==> config.mk <==
export PLATFORM = sky130hd
export DESIGN_NAME = tt_io_loopback_bist
export DESIGN_NICKNAME = d
export VERILOG_FILES = /design/src/rtl/tt_io_loopback_bist.sv
export SDC_FILE = /design/constraint.sdc
export NUM_CORES = 1
export LEC_CHECK = 0
export BUFFER_PORTS_ARGS = -buffer_cell sky130_fd_sc_hd__buf_2
export CAP_MARGIN = 20
export CORE_ASPECT_RATIO = 0.6
export CORE_MARGIN = 2
export CORE_UTILIZATION = 55
export CTS_CLUSTER_DIAMETER = 150
export CTS_CLUSTER_SIZE = 24
export DETAILED_ROUTE_END_ITERATION = 16
export PLACE_DENSITY = 0.82
export SYNTH_ARGS = -nofsm -noshare
export SYNTH_HDL_FRONTEND = slang
export SYNTH_SLANG_ARGS = --single-unit
==> constraint.sdc <==
create_clock -name clk -period 5 [get_ports clk]
set_input_delay 0.25 -clock clk [delete_from_list [all_inputs] [get_ports clk]]
set_output_delay 0.25 -clock clk [all_outputs]
set_load 0.01 [all_outputs]
==> src/rtl/tt_io_loopback_bist.sv <==
// tt_io_loopback_bist
// Pad-ring loopback self-test. The block drives pattern vectors onto uo_out
// and uio_out, then compares the looped-back ui_in/uio_in values.
// PH_A checks the uio pads with their outputs enabled. PH_B disables them, so
// uio_in is expected to read all zeros.
// Results are a per-bit sticky error mask and a saturating mismatch count.
module tt_io_loopback_bist #(
    parameter int N_O    = 8,
    parameter int N_IO   = 8,
    parameter int N_I    = 10,
    parameter int LAT    = 0,
    parameter int N_ITER = 256
) (
    input  logic                  clk,
    input  logic                  rst,
    input  logic                  start,
    input  logic [1:0]            mode,
    output logic [N_O-1:0]        uo_out,
    output logic [N_IO-1:0]       uio_out,
    output logic [N_IO-1:0]       uio_oe,
    input  logic [N_I-1:0]        ui_in,
    input  logic [N_IO-1:0]       uio_in,
    output logic                  busy,
    output logic                  done,
    output logic                  pass,
    output logic [15:0]           err_cnt,
    output logic [N_O+N_IO-1:0]   err_mask
);

    typedef enum logic [1:0] {
        S_IDLE = 2'd0,
        S_PH_A = 2'd1,
        S_PH_B = 2'd2,
        S_DONE = 2'd3
    } state_t;

    localparam logic [15:0] LFSR_SEED = 16'hACE1;
    localparam logic [15:0] K_LAST    = 16'(N_ITER - 1);
    localparam logic [2:0]  HOLD_LAST = 3'(LAT);
    localparam logic [3:0]  PO_LAST   = 4'(N_O - 1);
    localparam logic [3:0]  PIO_LAST  = 4'(N_IO - 1);

    // Pattern for the dedicated outputs; pos is k mod N_O, par is k mod 2.
    function automatic logic [N_O-1:0] f_uo_pat(input logic [1:0] md,
                                                input logic [3:0] pos,
                                                input logic       par,
                                                input logic [15:0] lf);
        logic [N_O-1:0] v;
        v = '0;
        case (md)
            2'd0:    v = N_O'(1'b1) << pos;
            2'd1:    v = ~(N_O'(1'b1) << pos);
            2'd2:    v = lf[N_O-1:0];
            2'd3:    v = par ? N_O'(16'hAAAA) : N_O'(16'h5555);
            default: v = '0;
        endcase
        return v;
    endfunction

    // Pattern for the bidirectional outputs; LFSR mode takes the top bits.
    function automatic logic [N_IO-1:0] f_uio_pat(input logic [1:0] md,
                                                  input logic [3:0] pos,
                                                  input logic       par,
                                                  input logic [15:0] lf);
        logic [N_IO-1:0] v;
        v = '0;
        case (md)
            2'd0:    v = N_IO'(1'b1) << pos;
            2'd1:    v = ~(N_IO'(1'b1) << pos);
            2'd2:    v = lf[15:16-N_IO];
            2'd3:    v = par ? N_IO'(16'hAAAA) : N_IO'(16'h5555);
            default: v = '0;
        endcase
        return v;
    endfunction

    state_t              r_state;
    logic [1:0]          r_mode;
    logic [15:0]         r_k;
    logic [2:0]          r_hold;
    logic [3:0]          r_pos_o;
    logic [3:0]          r_pos_io;
    logic                r_par;
    logic [15:0]         r_lfsr;
    logic [N_O-1:0]      r_uo;
    logic [N_IO-1:0]     r_uio;
    logic [N_IO-1:0]     r_oe;
    logic                r_busy;
    logic                r_done;
    logic [15:0]         r_err_cnt;
    logic [N_O+N_IO-1:0] r_err_mask;

    logic                w_last_hold;
    logic                w_last_vec;
    logic                w_idle_like;
    logic [15:0]         w_lfsr_adv;
    logic [3:0]          w_nv_pos_o;
    logic [3:0]          w_nv_pos_io;
    logic                w_nv_par;
    logic [15:0]         w_nv_lfsr;
    logic [1:0]          w_nv_mode;
    logic [N_O-1:0]      w_nv_uo;
    logic [N_IO-1:0]     w_nv_uio;
    logic [N_IO-1:0]     w_exp_uio;
    logic [N_O+N_IO-1:0] w_diff;
    logic                w_unused_ui;

    // The ui_in bits above the uo loopback are never compared.
    assign w_unused_ui = &{1'b0, ui_in};

    // Vector sequencing flags and the compare result for the current vector.
    always_comb begin
        w_last_hold = (r_hold == HOLD_LAST);
        w_last_vec  = (r_k == K_LAST);
        w_idle_like = (r_state == S_IDLE) || (r_state == S_DONE);
        w_lfsr_adv  = {r_lfsr[0] ^ r_lfsr[2] ^ r_lfsr[3] ^ r_lfsr[5], r_lfsr[15:1]};
        if (r_state == S_PH_A) begin
            w_exp_uio = r_uio;
        end else begin
            w_exp_uio = '0;
        end
        w_diff = {uio_in ^ w_exp_uio, ui_in[N_O-1:0] ^ r_uo};
    end

    // Index state and pattern of the next vector to drive.
    always_comb begin
        w_nv_pos_o  = 4'd0;
        w_nv_pos_io = 4'd0;
        w_nv_par    = 1'b0;
        w_nv_lfsr   = LFSR_SEED;
        w_nv_mode   = r_mode;
        if (w_idle_like) begin
            // A new run begins from vector 0 with the mode presented now.
            w_nv_mode = mode;
        end else if (w_last_vec) begin
            // Phase boundary: k restarts, but the LFSR keeps running.
            w_nv_lfsr = w_lfsr_adv;
        end else begin
            w_nv_pos_o  = (r_pos_o == PO_LAST) ? 4'd0 : r_pos_o + 4'd1;
            w_nv_pos_io = (r_pos_io == PIO_LAST) ? 4'd0 : r_pos_io + 4'd1;
            w_nv_par    = ~r_par;
            w_nv_lfsr   = w_lfsr_adv;
        end
        w_nv_uo  = f_uo_pat(w_nv_mode, w_nv_pos_o, w_nv_par, w_nv_lfsr);
        w_nv_uio = f_uio_pat(w_nv_mode, w_nv_pos_io, w_nv_par, w_nv_lfsr);
    end

    // Run controller: phase sequencing, pattern drive and error accumulation.
    always_ff @(posedge clk) begin
        if (rst) begin
            r_state    <= S_IDLE;
            r_mode     <= 2'd0;
            r_k        <= 16'd0;
            r_hold     <= 3'd0;
            r_pos_o    <= 4'd0;
            r_pos_io   <= 4'd0;
            r_par      <= 1'b0;
            r_lfsr     <= LFSR_SEED;
            r_uo       <= '0;
            r_uio      <= '0;
            r_oe       <= '0;
            r_busy     <= 1'b0;
            r_done     <= 1'b0;
            r_err_cnt  <= 16'd0;
            r_err_mask <= '0;
        end else begin
            case (r_state)
                S_IDLE, S_DONE: begin
                    if (start) begin
                        r_state    <= S_PH_A;
                        r_mode     <= mode;
                        r_k        <= 16'd0;
                        r_hold     <= 3'd0;
                        r_pos_o    <= w_nv_pos_o;
                        r_pos_io   <= w_nv_pos_io;
                        r_par      <= w_nv_par;
                        r_lfsr     <= w_nv_lfsr;
                        r_uo       <= w_nv_uo;
                        r_uio      <= w_nv_uio;
                        r_oe       <= '1;
                        r_busy     <= 1'b1;
                        r_done     <= 1'b0;
                        r_err_cnt  <= 16'd0;
                        r_err_mask <= '0;
                    end else begin
                        r_state <= r_state;
                    end
                end
                S_PH_A, S_PH_B: begin
                    if (!w_last_hold) begin
                        r_hold <= r_hold + 3'd1;
                    end else begin
                        r_hold <= 3'd0;
                        if (|w_diff) begin
                            if (r_err_cnt != 16'hFFFF) begin
                                r_err_cnt <= r_err_cnt + 16'd1;
                            end
                            r_err_mask <= r_err_mask | w_diff;
                        end
                        if (w_last_vec && (r_state == S_PH_B)) begin
                            r_state <= S_DONE;
                            r_k     <= 16'd0;
                            r_uo    <= '0;
                            r_uio   <= '0;
                            r_oe    <= '0;
                            r_busy  <= 1'b0;
                            r_done  <= 1'b1;
                        end else begin
                            r_pos_o  <= w_nv_pos_o;
                            r_pos_io <= w_nv_pos_io;
                            r_par    <= w_nv_par;
                            r_lfsr   <= w_nv_lfsr;
                            r_uo     <= w_nv_uo;
                            r_uio    <= w_nv_uio;
                            if (w_last_vec) begin
                                // PH_A -> PH_B: release the uio pads.
                                r_state <= S_PH_B;
                                r_k     <= 16'd0;
                                r_oe    <= '0;
                            end else begin
                                r_k <= r_k + 16'd1;
                            end
                        end
                    end
                end
                default: begin
                    r_state <= S_IDLE;
                    r_uo    <= '0;
                    r_uio   <= '0;
                    r_oe    <= '0;
                    r_busy  <= 1'b0;
                    r_done  <= 1'b0;
                end
            endcase
        end
    end

    assign uo_out   = r_uo;
    assign uio_out  = r_uio;
    assign uio_oe   = r_oe;
    assign busy     = r_busy;
    assign done     = r_done;
    assign pass     = r_done && (r_err_cnt == 16'd0);
    assign err_cnt  = r_err_cnt;
    assign err_mask = r_err_mask;

endmodule

==> results.sh <==
export IMPL_critical_path_buf_inv_count=1
export IMPL_post_cts_buffers=0
export IMPL_finalNetCount=748
export IMPL_numCtsBuffers=9
export IMPL_ctsRootBufferMaster="clkbuf_16"
export IMPL_final_cells=851
export IMPL_antenna_left=0
export IMPL_grt_pass1_vias=4530
export IMPL_synthToLayoutAreaGrowth_pct=12.8
export IMPL_hp_start="mode[1]"
export IMPL_die_area_um2=10600
export IMPL_drv_cap=0
export IMPL_power_density_nw_per_um2=590
export IMPL_vias=5234
export IMPL_start_util=0.575
export IMPL_clock_skew_ns=0.00632
export IMPL_clock_fmax_ghz=0.321
export IMPL_wl_per_cell_um=17.0
export IMPL_path_clk_slew_ns=0.07
export IMPL_hold_path_class="in -> reg"
export IMPL_syn_area_per_cell_um2=8.07
export IMPL_grt_ovfl_total=0
export IMPL_die_x_um=131
export IMPL_ctsResizeCount=0
export IMPL_synth_distinct_cells=67
export IMPL_tns_ns=0
export IMPL_cp_data_arrival_time_ns=3.40
export IMPL_critPathLaunchType="flop"
export IMPL_worstReg2RegStart="r_state[0]"
export IMPL_io_pins=82
export IMPL_insertion_delay_ns=0.35
export IMPL_hold_viol=0
export IMPL_path_cells="inv_1 -> ha_1 -> or3b_1 -> nand2_2 -> o21ai_2 -> nor2_1 -> o21ai_0 -> o21ai_0"
export IMPL_syn_num_nets=696
export IMPL_dpl_cell_count=833
export IMPL_synthTopCellsByArea="dfxtp_1 (37%), a21oi_1 (5.5%), nor2_1 (5.2%), nand2_1 (4.8%), xnor2_1 (3.6%)"
export IMPL_antenna_cells=0
export IMPL_vdd_drop_max_uv=386
export IMPL_cts_htree_levels=3
export IMPL_port_buffers=79
export IMPL_setup_viol=0
export IMPL_rsz0062_at_grt="false"
export IMPL_tightest_slew_ns=1.03
export IMPL_ctsHoldBuffers=0
export IMPL_critPathRequiredTime_ns=5.28
export IMPL_synth_edff_count=0
export IMPL_clockBufferDepth=2
export IMPL_outcome="completed"
export IMPL_path_max_fanout=23
export IMPL_grtUsageTotal=0.273
export IMPL_synthCells=664
export IMPL_dpl_cell_area_um2=5720
export IMPL_rows=27
export IMPL_antenna_found_initial=0
export IMPL_grt_pass1_wl_mm=22.9
export IMPL_crit_family="simple AND/OR/NAND/NOR gates"
export IMPL_relSlewSlack=0.309
export IMPL_syn_area_um2=5360
export IMPL_crit_type="reg -> reg"
export IMPL_drt_wl_total_mm=14.5
export IMPL_drcViolationCount=0
export IMPL_die_y_um=80.5
export IMPL_ys_seq_elements=99
export IMPL_gp_congestion=0.950
export IMPL_synthArstFlopShare=0
export IMPL_cp_startpoint="r_state[0]"
export IMPL_yosysSeqAreaShare=0.370
export IMPL_firstDrtPassIters=5
export IMPL_yosys_warnings=0
export IMPL_finalMaxSlewViolations=0
export IMPL_grt_max_degree=39
export IMPL_ys_flop_type="dfxtp_1"
export IMPL_hpwl_mm=10.5
export IMPL_final_common_cell="dfxtp_1"
export IMPL_crit_path_end_kind="flop"
export IMPL_drt_iter0_drc=542
export IMPL_critPathMaxStageDelay_ns=0.66
export IMPL_final_cell_area_um2=6050
export IMPL_drive_gt1_frac=0.173
export IMPL_period_share=0.624
export IMPL_synth_top_cell_area_share=0.370
export IMPL_cts_tree="done"
export IMPL_clock_sinks=99
export IMPL_synth_largest_area_cell="dfxtp_1"
export IMPL_final_cell_mix="dfxtp_1 (99), buf_2 (79), nor2_1 (74)"
export IMPL_worst_path_most_repeated_cell="o21ai_0"
export IMPL_core_area_um2=9320
export IMPL_crit_slowest_cell="nor2_1"
export IMPL_p_leak_uw=0.00235
export IMPL_routed_via_density=6.15
export IMPL_fin_crit_ns=3.12
path summary, 6_finish.rpt:
kind / cells after the start / end / slack [ns]
worst min register to register: 1 / err_mask[11] / 0.47
worst min-delay path: 3 / r_mode[1] / 0.21
worst max register to register: 8 / uo_out[6] / 1.88
worst max-delay path: 8 / uo_out[6] / 1.88
worst register-to-register path, stage by stage, from the launching register on:
cell	delay [ns]
dfxtp_1	0.36
inv_1	0.06
ha_1	0.42
or3b_1	0.49
nand2_2	0.45
o21ai_2	0.13
nor2_1	0.66
o21ai_0	0.28
o21ai_0	0.20
synthesized netlist by cell type, types with 3 or more instances:
cell type  number
dfxtp_1        99
nor2_1         74
nand2_1        68
a21oi_1        59
o21ai_0        30
nand3_1        26
clkbuf_1       22
o21ai_1        22
xnor2_1        22
or3_1          16
nor3_1         15
nand4_1        12
o21a_1         12
and3_1         11
inv_1          11
buf_4          10
ha_1            9
nor4_1          8
buf_2           7
o31ai_1         7
or4_1           7
xor2_1          7
mux2i_1         6
nand2b_1        6
o211ai_1        6
a22oi_1         5
a31oi_1         5
and4_1          4
buf_1           4
nor3b_1         4
o41ai_1         4
or3b_2          4
xnor2_2         4
a31o_1          3
a32o_1          3
a32oi_1         3
and2_1          3
nor4bb_1        3
o31a_1          3
state kept, by name, summed over array words and instances (netlist names):
name,cells
r_state,2
uo_out,8
r_pos_o,4
err_cnt,16
uio_out,8
r_hold,3
r_mode,2
r_lfsr,16
busy,1
r_k,16
err_mask,16
r_par,1
r_pos_io,4
done,1
uio_oe,1
where the power goes:
group / leakage, uW / switching (uW) / internal, uW
registers: 0.000807 / 180 / 961
clock network: 0.000134 / 318 / 390
logic: 0.00141 / 1130 / 586
cells by family (layout without fill, tap and decap cells):
logic type               Yosys count  after routing  share of synthesized area
multiplexers                       8              8                     0.0154
AND/OR/NAND/NOR                  275            275                      0.262
flip-flops                        99             99                      0.370
XOR/XNOR                          33             33                     0.0595
AO/OA/AOI/OAI                    184            184                      0.222
adder cells (fa/ha/maj)            9              9                     0.0210
buffers and inverters             56            113                     0.0507
per-stage QoR:
step	hold WS, ns	setup slack (ns)	power (uW)	utilization
6_report	0.207	1.88	3570	0.648
5_1_grt	0.210	1.66	3750	0.648
4_1_cts	0.207	1.64	3510	0.646
3_5_place_dp	0.452	1.66	2810	0.614
3_3_place_gp	0.443	1.81	2750	0.614
2_1_floorplan	0.398	2.77	2350	-
per-layer routing:
layer	track usage	vias to the layer above	part of all wire
met2	0.400	270	0.41
met3	0.0903	15	0.11
met1	0.383	2448	0.47
met5	0	-	0
li1	-	2501	-
met4	0.0761	0	0.010
cell type report:
| cell class | instances | area (um2) |
|---|---|---|
| inverters | 11 | 41.3 |
| flip-flops and latches | 99 | 1980 |
| well taps | 130 | 163 |
| clock inverters | 7 | 77.6 |
| multi-input cells | 509 | 3110 |
| repair buffers | 86 | 452 |
| clock buffers | 9 | 225 |
| fillers | 795 | 3280 |
Note: power is estimated with default switching activity, not from simulation.
